===== src/rtl/fpu_operand_loader.sv =====
// fpu_operand_loader: front end of the FPU control FSM.
// It turns a debounced button press into a one-cycle start pulse. It captures
// and unpacks half-precision operands into the FSM's 18-bit working format.
// It holds the opcode and the result register. It latches done/error status
// for display until the next operation starts.
//
// Handshake: this block has no valid/ready pair. The FSM owns all sequencing.
// - start_q is a one-cycle step request to the FSM.
// - Each ena* input is a level-sensitive capture enable, sampled every cycle.
// - ready/error are one-cycle pulses from the FSM that set the sticky flags.
module fpu_operand_loader #(
    parameter int HOLDOFF = 1000,
    parameter int CNT_W   = 20
) (
    input  logic        clk,
    input  logic        rst,
    input  logic        btn,
    input  logic [15:0] din,
    input  logic        enaA,
    input  logic        enaB,
    input  logic        enaO,
    input  logic        enaR,
    input  logic [15:0] result,
    input  logic        ready,
    input  logic        error,
    output logic        start,
    output logic [17:0] A,
    output logic [17:0] B,
    output logic [1:0]  O,
    output logic [15:0] R,
    output logic        done,
    output logic        err
);

    // Working format: {sign, exp[4:0], guard=0, hidden, mant[9:0]}.
    // The hidden bit is 0 for zero and subnormal inputs.
    function automatic logic [17:0] unpack(input logic [15:0] d);
        unpack = {d[15], d[14:10], 1'b0, (d[14:10] != 5'd0), d[9:0]};
    endfunction

    logic             sync1_q, sync1_d;
    logic             sync2_q, sync2_d;
    logic             prev_q,  prev_d;
    logic [CNT_W-1:0] cnt_q,   cnt_d;
    logic             start_q, start_d;
    logic [17:0]      a_q,     a_d;
    logic [17:0]      b_q,     b_d;
    logic [1:0]       o_q,     o_d;
    logic [15:0]      r_q,     r_d;
    logic             done_q,  done_d;
    logic             err_q,   err_d;
    logic             btn_rise;
    logic             fire;

    // Next-state logic for the button path, the capture registers and the flags.
    always_comb begin
        sync1_d  = btn;
        sync2_d  = sync1_q;
        prev_d   = sync2_q;
        btn_rise = sync2_q & ~prev_q;
        // Edges during holdoff are dropped, not queued.
        fire     = btn_rise && (cnt_q == '0);
        start_d  = fire;

        cnt_d = cnt_q;
        if (fire) begin
            cnt_d = CNT_W'(HOLDOFF);
        end else if (cnt_q != '0) begin
            cnt_d = cnt_q - CNT_W'(1);
        end

        a_d = a_q;
        b_d = b_q;
        o_d = o_q;
        r_d = r_q;
        if (enaA) a_d = unpack(din);
        if (enaB) b_d = unpack(din);
        if (enaO) o_d = din[1:0];
        if (enaR) r_d = result;

        // The flags clear while start is out. A set in the same cycle wins.
        done_d = done_q;
        err_d  = err_q;
        if (start_q) begin
            done_d = 1'b0;
            err_d  = 1'b0;
        end
        if (ready) done_d = 1'b1;
        if (error) err_d  = 1'b1;
    end

    // State registers with asynchronous active-low clear.
    always_ff @(posedge clk or negedge rst) begin
        if (!rst) begin
            sync1_q <= 1'b0;
            sync2_q <= 1'b0;
            prev_q  <= 1'b0;
            cnt_q   <= '0;
            start_q <= 1'b0;
            a_q     <= '0;
            b_q     <= '0;
            o_q     <= '0;
            r_q     <= '0;
            done_q  <= 1'b0;
            err_q   <= 1'b0;
        end else begin
            sync1_q <= sync1_d;
            sync2_q <= sync2_d;
            prev_q  <= prev_d;
            cnt_q   <= cnt_d;
            start_q <= start_d;
            a_q     <= a_d;
            b_q     <= b_d;
            o_q     <= o_d;
            r_q     <= r_d;
            done_q  <= done_d;
            err_q   <= err_d;
        end
    end

    assign start = start_q;
    assign A     = a_q;
    assign B     = b_q;
    assign O     = o_q;
    assign R     = r_q;
    assign done  = done_q;
    assign err   = err_q;

endmodule


===== config.mk =====
export PLATFORM = sky130hd
export DESIGN_NAME = fpu_operand_loader
export DESIGN_NICKNAME = d
export VERILOG_FILES = /design/src/rtl/fpu_operand_loader.sv
export SDC_FILE = /design/constraint.sdc
export NUM_CORES = 1
export LEC_CHECK = 0
export BUFFER_PORTS_ARGS = -buffer_cell sky130_fd_sc_hd__buf_2
export CAP_MARGIN = 25
export CORE_MARGIN = 2
export CORE_UTILIZATION = 50
export DETAILED_ROUTE_END_ITERATION = 6
export PLACE_DENSITY = 0.78
export SETUP_SLACK_MARGIN = 0.02
export SYNTH_ARGS = -nofsm -noshare
export SYNTH_HDL_FRONTEND = slang
export SYNTH_SLANG_ARGS = --single-unit

===== constraint.sdc =====
create_clock -name clk -period 2.22 [get_ports clk]
set_input_delay 0.222 -clock clk [delete_from_list [all_inputs] [get_ports clk]]
set_output_delay 0.222 -clock clk [all_outputs]
set_load 0.005 [all_outputs]

## Yosys cells after proc, flatten, opt, wreduce, memory -nomap -nowiden

Index checks and enable logic that the tools add are counted.

| word-level totals | value |
|---|---|
| bits in registers | 78 |
| bits of input ports | 41 |

| cells by class | value |
|---|---|
| add/subtract/negate cells | 1 |
| multiplexer cells | 5 |
| bitwise gates (word level) | 2 |
| reductions and logical operators | 7 |

Operator list:

| kind | count |
|---|---|
| 20-bit two-way mux | 2 |
| 20-bit logical NOT | 1 |
| 20-bit nonzero test | 1 |
| 20-bit by 1-bit subtractor with 20-bit output, second input constant | 1 |
| 2-bit nonzero test | 3 |
| 5-bit nonzero test | 1 |
| 1-bit two-way mux | 3 |
| 1-bit bitwise AND | 1 |
| 1-bit logical AND | 1 |
| 1-bit NOT | 1 |

## Logic depth before layout (Yosys ltp)

| logic depth | value |
|---|---|
| depth in word-level cells | 4 |
| mapped depth | 7 |

## Least setup slack after synthesis

Ideal clock, no wire load.

| timing | value |
|---|---|
| path kind | register to register |
| start | register cnt_q[0] |
| end | register cnt_q[0] |
| library setup time | 125 ps |
| data arrival time | 1677 ps |
| data required time | 2095 ps |
| setup slack | 418 ps |
| cell stages (with the launch flop) | 8 |
| path buffers | 1 |
| period minus slack after synthesis | 1802 ps |
| cells stage by stage | dfrtp_1 -> inv_1 -> ha_1 -> nor3b_1 -> and4_1 -> buf_4 -> nand3_4 -> mux2_2 |

| between the ends | value |
|---|---|
| longest elaborated chain between the ends | 3 |
| elaborated cells on any way between the ends | 7 |
| those cells by class | add/sub: 1; mux: 2; reduce/logical: 4 |

RTL lines:

| what | line | RTL |
|---|---|---|
| from (decl) | 44 | `logic [CNT_W-1:0] cnt_q, cnt_d;` |
| from (signal assigned) | 110 | `cnt_q <= cnt_d;` |
| 20-bit by 1-bit subtractor with 20-bit output / 20-bit logical NOT (equally long branches) | 69, 62 |  |
| 20-bit two-way mux / 1-bit logical AND (equally long branches) | 68, 62 |  |
| 20-bit two-way mux / 2-bit nonzero test (equally long branches) | -- |  |

Several ways; a longest one is shown, not always the timed one. The select of a mux whose other input is x is not followed.
A chain may end at the register's enable or synchronous reset.

## Worst setup path in the final report

| timing | value |
|---|---|
| start | register cnt_q[0] |
| end | register cnt_q[16] |

Same word-level chain as after synthesis.

==> out/results.tsv <==
metric	value	unit
wl	6301	um
die_h	83.88	um
hold_buffers	2	
io_pins	98	
max_clock_freq	500.2	MHz
antenna_cells	0	
crit_type	reg -> reg	
grtUsageMet3	6.429	%
numCtsBuffers	9	
nets	376	
cts_tree	yes	
via_per_inst	5.263	
grt-busiest-layer	met2	
yosysWarnings	0	
initial_core_util	50.83	%
postSynthCellCount	228	
post_cts_resized	0	
fill_cells	486	
io_buffers	95	
syn2layout_area_growth	24.90	%
slew_viol_final	0	
max-cap-violations	0	
fin_crit	1.999	ns
rsz0062_at_grt	no	
worst_pin_slew	0.5427	ns
dr.first_iter.drc_count	105	
startpoint_type	flop	
grt_pass1_wl	10510	um
cts_htree_levels	3	
vias	2179	
worst_path_largest_cell_delay	0.43	ns
die-width	83.88	um
synth_edf_count	0	
skew	0.005977	ns
hold_ws	0.06310	ns
slowest_stage	dfrtp_1	
place_congestion	0.8085	
final-seq-area	1952	um^2
worstSetupEndpointType	flop	
die_area	7036	um^2
multiInputGateArea	1179	um^2
grt_max_degree	45	
synth_ff_type	dfrtp_1	
insertion_delay	0.34	ns
cp.required	2.44	ns
yosys_register_bits	78	
core_area	6277	um^2
wl_per_cell	15.22	um
async_flop_share	100.0	%
seq_area_frac_synth	61.18	%
num_rows	29	
cts_sinks	78	
synth_area_per_cell	13.99	um^2
cts_buffer_depth	2	
min_period_over_period	90.06	%
antenna_found_initial	0	
holdCritPathClass	in -> reg	
grt_pass1_vias	2247	
first_pass_iters	4	
detail-route-antenna-nets	0	
relSlewSlack	63.82	%
setup_viol	0	
grt_usage	19.08	%
crit_fanout	6	
globalRouteMet2Util	32.51	%
drc	0	
status	finished, final reports clean	
clk_pin_slew	0.07	ns
layout-drive-gt1-share	53.41	%
p_per_area	913.0	nW/um^2
yosysUniqueCellTypes	37	
grt_use_met1	22.83	%
netlist_area	3191	um^2
leakage	0.001888	uW
gr-total-overflow	0	
cp_cell_sequence	inv_1, ha_1, nor3b_1, nand3_1, nor3_2, mux2_2	
hold_violations	0	
worst_ir_drop_vdd	0.4880	mV
finalSetupTns	0	ns
root_buffer	clkbuf_8	
dp_hpwl	4580	um
cts_setup_buffers	0	
crit_arrival	2.22	ns
[cell families (layout without fill, tap and decap cells)]
logic type	Yosys count	after routing	share of synthesized area [%]
DFF	78	78	61.18
other	1	2	0.1175
and+or+nand+nor	51	51	11.14
muxes	54	54	19.02
buffers and inverters	14	122	2.000
AOI/OAI and AO/OA	19	19	3.411
adders and majority gates	1	1	0.3921
xor gates and xnor gates	10	10	2.745
[state kept, by name, indices dropped and copies added (netlist names)]
| register | flops |
|---|---|
| err | 1 |
| sync1_q | 1 |
| B | 17 |
| start | 1 |
| prev_q | 1 |
| A | 17 |
| done | 1 |
| R | 16 |
| O | 2 |
| cnt_q | 20 |
| prev_d | 1 |
[layout by cell type, fill, tap and decap left out, drive strengths merged, types with 2 or more instances in the layout]
cell and n:
conb 2, mux2 53, nor2 11, inv 5, clkinvlp 2, nand3 7
nor3b 2, o211ai 2, buf 101, nor4 3, nand4 2, dlygate4sd3 2
nor3 9, o21ai 7, a21o 2, xor2 5, dfrtp 78, a21oi 7
xnor2 5, nand2 5, nand2b 2, or3 3, clkbuf 11
[through the flow]
stage | instances | area (um^2) | setup slack (ns) | total power (uW) | util [%]
3_3_place_gp | 398 | 3769 | 0.3553 | 2580 | 60.04
3_5_place_dp | 398 | 3769 | 0.2283 | 2616 | 60.04
2_1_floorplan | 229 | 3194 | 0.4180 | 2308 | -
4_1_cts | 414 | 3985 | 0.2163 | 3679 | 63.48
5_1_grt | 414 | 3985 | 0.06294 | 3851 | 63.48
6_report | 414 | 3985 | 0.2207 | 3638 | 63.48
[worst paths after layout]
path,startpoint,end,slack (ns),cells after the start
setup / recovery,cnt_q[0],cnt_q[16],0.22,6
hold / removal,ready,done,0.06,2
setup reg to reg,cnt_q[0],cnt_q[16],0.22,6
hold reg to reg,sync1_q,prev_d,0.36,0
max in group asynchronous,rst,cnt_q[8],1.22,3
min in group asynchronous,rst,cnt_q[18],0.40,2
[routing by layer]
| layer | up-vias | wire length, um |
|---|---|---|
| li1 | 1010 | - |
| met1 | 1084 | 2592 |
| met2 | 73 | 3248 |
| met3 | 12 | 336 |
| met4 | 0 | 123 |
| met5 | - | 0 |
[cells in the mapped netlist, types with 2 or more instances]
cell type / n / area, um^2
a21o_1: 2 / 15.01
a21oi_1: 7 / 35.03
buf_1: 2 / 7.510
buf_4: 3 / 22.52
clkbuf_1: 4 / 15.01
dfrtp_1: 78 / 1952
inv_1: 5 / 18.77
mux2_2: 53 / 596.8
nand2_1: 5 / 18.77
nand2b_1: 2 / 12.51
nand3_1: 5 / 25.02
nand4_1: 2 / 12.51
nor2_1: 11 / 41.29
nor3_1: 8 / 40.04
nor3b_1: 2 / 15.01
nor4_4: 3 / 63.81
o211ai_1: 2 / 15.01
o21ai_0: 6 / 30.03
or3_4: 2 / 22.52
xnor2_1: 5 / 43.79
xor2_1: 5 / 43.79
[layout make-up]
class,count,share of cell area [%]
Sequential cell,78,48.98
Multi-Input combinational cell,137,29.58
Timing Repair Buffer,103,13.63
Clock buffer,11,3.799
Tap cell,77,2.418
Clock inverter,3,1.130
Inverter,5,0.4710
[critical path: cells and delay by family, from the launching register on]
| family | cells | cell delay, ns |
|---|---|---|
| adder cells (fa/ha/maj) | 1 | 0.20 |
| AND/OR/NAND/NOR | 3 | 0.82 |
| multiplexers | 1 | 0.35 |
| flip-flops | 1 | 0.43 |
| buffers and inverters | 1 | 0.08 |
[power breakdown]
| group | switching [uW] | total (uW) | internal [uW] |
|---|---|---|---|
| clock | 482 | 1050 | 568 |
| combinational | 357 | 738 | 381 |
| sequential | 219 | 1850 | 1630 |
| total | 1060 | 3640 | 2580 |
Note: power is estimated with default switching activity, not from simulation.
